==> src/rtl/wrr_arb_pkg.sv <==
// Shared types and constants for the weighted round-robin packet arbiter.
package wrr_arb_pkg;

  typedef enum logic [1:0] {
    SELECT = 2'd0,
    OFFER  = 2'd1,
    RELOAD = 2'd2
  } arb_state_e;

  localparam int WEIGHT_W_DEF = 4;
  typedef logic [WEIGHT_W_DEF-1:0] weight_t;

  localparam int STAT_CNT_W = 16;

endpackage

==> src/rtl/rr_pick.sv <==
// Rotate-priority selector: first set bit of mask at or after ptr, wrapping.
module rr_pick #(
  parameter int  N   = 8,
  localparam int IDW = $clog2(N)
) (
  input  logic [N-1:0]   mask,
  input  logic [IDW-1:0] ptr,
  output logic [N-1:0]   onehot,
  output logic [IDW-1:0] id,
  output logic           any
);

  logic [IDW-1:0] idx;

  always_comb begin
    onehot = '0;
    id     = '0;
    any    = 1'b0;
    idx    = '0;
    for (int k = 0; k < N; k++) begin
      // modulo keeps the wrap correct for non-power-of-two N
      idx = IDW'((int'(ptr) + k) % N);
      if (!any && mask[idx]) begin
        any         = 1'b1;
        onehot[idx] = 1'b1;
        id          = idx;
      end
    end
  end

endmodule

==> src/rtl/wrr_pkt_arbiter.sv <==
// Weighted round-robin packet arbiter, one grant per packet, one credit per accept.
// Optional per-input accepted-grant counters under macro WRR_GNT_CNT_EN.
//
// state  | meaning
// SELECT | look for an eligible requester; start an offer or request a reload
// OFFER  | grant held stable until the consumer accepts it
// RELOAD | one bubble cycle copying every weight into its credit
module wrr_pkt_arbiter
  import wrr_arb_pkg::*;
#(
  parameter int  WIDTH_REQ      = 8,
  parameter int  WEIGHT_WIDTH   = WEIGHT_W_DEF,
  parameter int  DEFAULT_WEIGHT = 1,
  localparam int ID_WIDTH       = $clog2(WIDTH_REQ)
) (
  input  logic                    clk,
  input  logic                    reset,
  input  logic [WIDTH_REQ-1:0]    req_i,
  output logic [WIDTH_REQ-1:0]    req_ack_o,
  output logic [WIDTH_REQ-1:0]    gnt_o,
  output logic [ID_WIDTH-1:0]     gnt_id_o,
  output logic                    gnt_vld_o,
  input  logic                    gnt_rdy_i,
  input  logic                    cfg_we_i,
  input  logic [ID_WIDTH-1:0]     cfg_addr_i,
  input  logic [WEIGHT_WIDTH-1:0] cfg_weight_i
`ifdef WRR_GNT_CNT_EN
  ,
  input  logic                                  stat_clr_i,
  output logic [WIDTH_REQ-1:0][STAT_CNT_W-1:0]  stat_cnt_o
`endif
);

  arb_state_e state, state_nxt;

  logic [WEIGHT_WIDTH-1:0] weight [WIDTH_REQ];
  logic [WEIGHT_WIDTH-1:0] credit [WIDTH_REQ];
  logic [ID_WIDTH-1:0]     ptr;

  logic [WIDTH_REQ-1:0] weighted_req, eligible, pick_oh;
  logic [ID_WIDTH-1:0]  pick_id;
  logic                 pick_any, accept;

  always_comb begin
    weighted_req = '0;
    eligible     = '0;
    for (int i = 0; i < WIDTH_REQ; i++) begin
      weighted_req[i] = req_i[i] && (weight[i] != '0);
      eligible[i]     = weighted_req[i] && (credit[i] != '0);
    end
  end

  rr_pick #(.N(WIDTH_REQ)) u_pick (
    .mask   (eligible),
    .ptr    (ptr),
    .onehot (pick_oh),
    .id     (pick_id),
    .any    (pick_any)
  );

  // a reset in the accept cycle kills the handshake, so no ack escapes
  assign accept    = gnt_vld_o & gnt_rdy_i & ~reset;
  assign req_ack_o = accept ? gnt_o : '0;

  always_comb begin
    state_nxt = state;
    case (state)
      SELECT: begin
        if (pick_any)           state_nxt = OFFER;
        else if (|weighted_req) state_nxt = RELOAD;
      end
      OFFER:   if (accept) state_nxt = SELECT;
      RELOAD:  state_nxt = SELECT;
      default: state_nxt = SELECT;
    endcase
  end

  always_ff @(posedge clk) begin
    if (reset) begin
      state     <= SELECT;
      ptr       <= '0;
      gnt_o     <= '0;
      gnt_id_o  <= '0;
      gnt_vld_o <= 1'b0;
      for (int i = 0; i < WIDTH_REQ; i++) credit[i] <= WEIGHT_WIDTH'(DEFAULT_WEIGHT);
    end else begin
      state <= state_nxt;
      case (state)
        SELECT: begin
          if (pick_any) begin
            gnt_o     <= pick_oh;
            gnt_id_o  <= pick_id;
            gnt_vld_o <= 1'b1;
          end
        end
        RELOAD: begin
          for (int i = 0; i < WIDTH_REQ; i++) credit[i] <= weight[i];
        end
        OFFER: begin
          if (accept) begin
            if (credit[gnt_id_o] != '0)
              credit[gnt_id_o] <= credit[gnt_id_o] - WEIGHT_WIDTH'(1);
            ptr       <= (int'(gnt_id_o) == WIDTH_REQ - 1) ? '0 : gnt_id_o + ID_WIDTH'(1);
            gnt_o     <= '0;
            gnt_vld_o <= 1'b0;
          end
        end
        default: ;
      endcase
    end
  end

  // weights are separate from credits so a write never disturbs the current round
  always_ff @(posedge clk) begin
    if (reset) begin
      for (int i = 0; i < WIDTH_REQ; i++) weight[i] <= WEIGHT_WIDTH'(DEFAULT_WEIGHT);
    end else if (cfg_we_i && (int'(cfg_addr_i) < WIDTH_REQ)) begin
      weight[cfg_addr_i] <= cfg_weight_i;
    end
  end

`ifdef WRR_GNT_CNT_EN
  always_ff @(posedge clk) begin
    if (reset || stat_clr_i) begin
      stat_cnt_o <= '0;
    end else if (accept && (stat_cnt_o[gnt_id_o] != '1)) begin
      stat_cnt_o[gnt_id_o] <= stat_cnt_o[gnt_id_o] + STAT_CNT_W'(1);
    end
  end
`else
  // no grant statistics in this build
`endif

endmodule

==> config.mk <==
export PLATFORM = sky130hd
export DESIGN_NAME = wrr_pkt_arbiter
export DESIGN_NICKNAME = d
export VERILOG_FILES = /design/src/rtl/wrr_arb_pkg.sv /design/src/rtl/rr_pick.sv /design/src/rtl/wrr_pkt_arbiter.sv
export SDC_FILE = /design/constraint.sdc
export NUM_CORES = 1
export LEC_CHECK = 0
export BUFFER_PORTS_ARGS = -buffer_cell sky130_fd_sc_hd__buf_4
export CORE_MARGIN = 2
export CORE_UTILIZATION = 61
export DETAILED_ROUTE_END_ITERATION = 8
export MAX_ROUTING_LAYER = met4
export PLACE_DENSITY = 0.86
export SLEW_MARGIN = 30
export SYNTH_ARGS = -nofsm -noshare
export SYNTH_HDL_FRONTEND = slang
export SYNTH_SLANG_ARGS = --single-unit
==> constraint.sdc <==
create_clock -name clk -period 4.64 [get_ports clk]
set_input_delay 1.392 -clock clk [delete_from_list [all_inputs] [get_ports clk]]
set_output_delay 1.392 -clock clk [all_outputs]
set_load 0.01 [all_outputs]
==> flow_metrics.py <==
metrics = {
    "yosys": {
        "synth.area.top_cells": "edfxtp_1, mux4_2, dfxtp_1, nand2_1, and2_1",
        "syn-num-nets": 522,
        "synthDistinctLibCells": 58,
        "ys_async_sr_fraction_pct": 0,
        "postSynthAreaPerCell_sq_um": 10.6,
        "syn_inst": 494,
        "synth_edf_count": 64,
        "ys_seq_area_share_pct": 44.5,
        "yosysWarningCount": 0,
        "synth.cell_area_sq_mm": 0.00522,
        "yosysTopAreaCell": "edfxtp_1",
        "synthTopCellsByCount": "edfxtp_1, nand2_1, o21ai_0",
        "yosysTopAreaCellShare_pct": 36.9,
        "ys_seq_elements": 84,
        "synth_most_common_cell": "edfxtp_1",
        "synth_flop_cell": "edfxtp_1",
    },
    "sta": {
        "tightest_slew_ps": 870,
        "setup_tns_ps": 0,
        "slew_viol_final": 0,
        "hold_viol": 0,
        "max_slew_margin_pct": 42.0,
        "setup_violations": 0,
        "fin_crit_sh_pct": 81.7,
        "skew_ps": 10.6,
        "max_freq_ghz": 0.264,
        "grt_setup_unrepaired": "no",
        "timing.final.crit_period_ps": 3790,
        "setup_ws_ps": 848,
    },
    "detailed_routing": {
        "via_per_inst": 7.00,
        "ant_nets": 0,
        "dr.pass1.iters": 5,
        "vias": 4471,
        "routed_wl_um": 13500,
        "wl_per_cell_um": 21.2,
        "drc": 0,
        "drt_iter0_drc": 366,
    },
    "clock_network": {
        "cts_resized": 0,
        "clk_pin_slew_worst_paths_ps": 100,
        "cts_made_buffers": 9,
        "ctsHtreeMaxLevel": 3,
        "cts_sinks": 84,
        "hold_buffers": 0,
        "tritoncts": "done",
        "clock_latency_ps": 370,
        "cts_root_buf": "clkbuf_8",
        "cts_buffer_depth": 2,
        "cts_setup_buffers": 0,
    },
    "power_and_ir_drop": {
        "powerDensity_mw_per_mm2": 313,
        "leakage_nw": 2.00,
        "ir_drop_mv": 0.242,
    },
    "finish": {
        "fin_util_pct": 70.5,
        "final_area_sq_mm": 0.00582,
        "antenna_cells": 0,
        "fin_nets": 557,
        "drive_above_1_share_pct": 19.5,
        "syn_to_final_growth_pct": 11.6,
    },
    "flow_run": {
        "cap_violations": 0,
    },
    "global_routing": {
        "grt_pass1_vias": 4329,
        "grt_max_degree": 38,
        "grt_antenna_before_repair": 0,
        "grt_pass1_wl_um": 21700,
        "grt_overflow": 0,
        "grt_util_all_layers_pct": 32.2,
    },
    "floorplanning": {
        "ios": 39,
        "dieArea_sq_mm": 0.00930,
        "core_sq_mm": 0.00826,
        "die_y_um": 96.5,
        "start_util_pct": 63.2,
        "num_rows": 33,
        "die_x_um": 96.5,
    },
    "place": {
        "place.port_buffers": 38,
        "preCtsSetupSlack_ps": 548,
        "dp_hpwl_um": 9740,
        "dpl-instance-area_sq_mm": 0.00559,
        "place.gp.congestion": 0.991,
    },
    "run_status": {
        "outcome": "finished clean",
    },
    "critical_path": {
        "cp.arrival_ps": 4070,
        "critPathCaptureType": "flip-flop",
        "startpoint": "ptr[0]",
        "r2r-end": "gnt_o[0]",
        "worstSetupStartpointType": "flip-flop",
        "cp-endpoint": "gnt_o[0]",
        "rr_startpoint": "ptr[0]",
        "reg2reg_depth": 9,
        "cp_max_fo": 12,
        "crit_required_ps": 4920,
        "crit_type": "reg2reg",
        "reg2reg_slack_ps": 850,
    },
    "hold_path": {
        "hp-class": "reg2reg",
        "hold_depth": 2,
    },
}
per-layer routing:
metal	GRT usage [%]	share of wire (%)	up-vias
met5	-	0	-
met2	53.6	51	242
met3	4.03	6.8	63
met1	39.4	38	2141
met4	15.0	4.2	0
li1	-	-	2025
layout make-up:
type                    count  area, sq um
repair buffers             45          338
multi-input cells         377         2760
clock buffers               9          124
fillers                   597         2440
clock inverters             7          105
well taps                 105          131
flip-flops and latches     84         2320
inverters                  12         45.0
worst min-delay path by stage:
stage          startpoint        end
2_1_floorplan   gnt_vld_o  gnt_vld_o
3_3_place_gp     gnt_o[7]   gnt_o[7]
3_5_place_dp    gnt_vld_o  gnt_vld_o
4_1_cts         gnt_vld_o  gnt_vld_o
5_1_grt         gnt_vld_o  gnt_vld_o
6_report        gnt_vld_o  gnt_vld_o
worst max-delay path: stages (launching register included):
cell       delay [ps]
dfxtp_1           650
clkinv_1          420
ha_1              430
inv_2             190
mux4_2            600
o2111ai_2         270
o21ai_2           230
nor2_1            520
nand2_1           150
o21ai_0           240
report_power, final:
part / switching (W) / internal [W]
Combinational: 0.000187 / 0.000130
Clock: 0.000297 / 0.000312
Sequential: 0.0000486 / 0.000850
placed cells by master, fill, tap and decap left out, drive strengths merged, types with 3 or more instances in the layout:
master and instances:
nor2 25, nand2 61, a32oi 5, xor2 3, clkinv 3, or3 3, o211ai 6, a221o 4
o22ai 3, and2 33, mux2i 7, or2 9, xnor2 3, edfxtp 64, dfxtp 20, nand3 14
a21oi 14, nor4 11, mux4 19, nand2b 8, o21ai 41, a211oi 4, o32ai 10, buf 45
o32a 9, nand4 4, inv 13, a31oi 3, clkbuf 9, nand3b 10, o22a 6, nor3 12
ha 9, o41ai 16, a41oi 3
stage by stage:
step                      instances  total power, W  hold slack (ps)
after floorplan                 494         0.00111              489
after global placement          623         0.00121              481
after detailed placement        623         0.00122              475
after CTS                       639         0.00182              498
after global routing            639         0.00188              527
final                           639         0.00182              501
cell families (layout without fill, tap and decap cells):
logic type                 Yosys count  count (layout)  synth area share, %
DFF                                 84              84                 44.5
AOI/OAI and AO/OA                  139             139                 20.5
adders and majority gates            9               9                 2.16
and+or+nand+nor                    197             197                 19.4
muxes                               26              26                 9.55
xor gates and xnor gates             6               6                 1.01
buffers and inverters               33              73                 2.85
registers in the layout (all words and copies together), names as in the netlist, named ones only:
register	count
credit	32
weight	32
gnt_o	8
gnt_id_o	3
ptr	3
state	2
gnt_vld_o	1
Note: power is estimated with default switching activity, not from simulation.
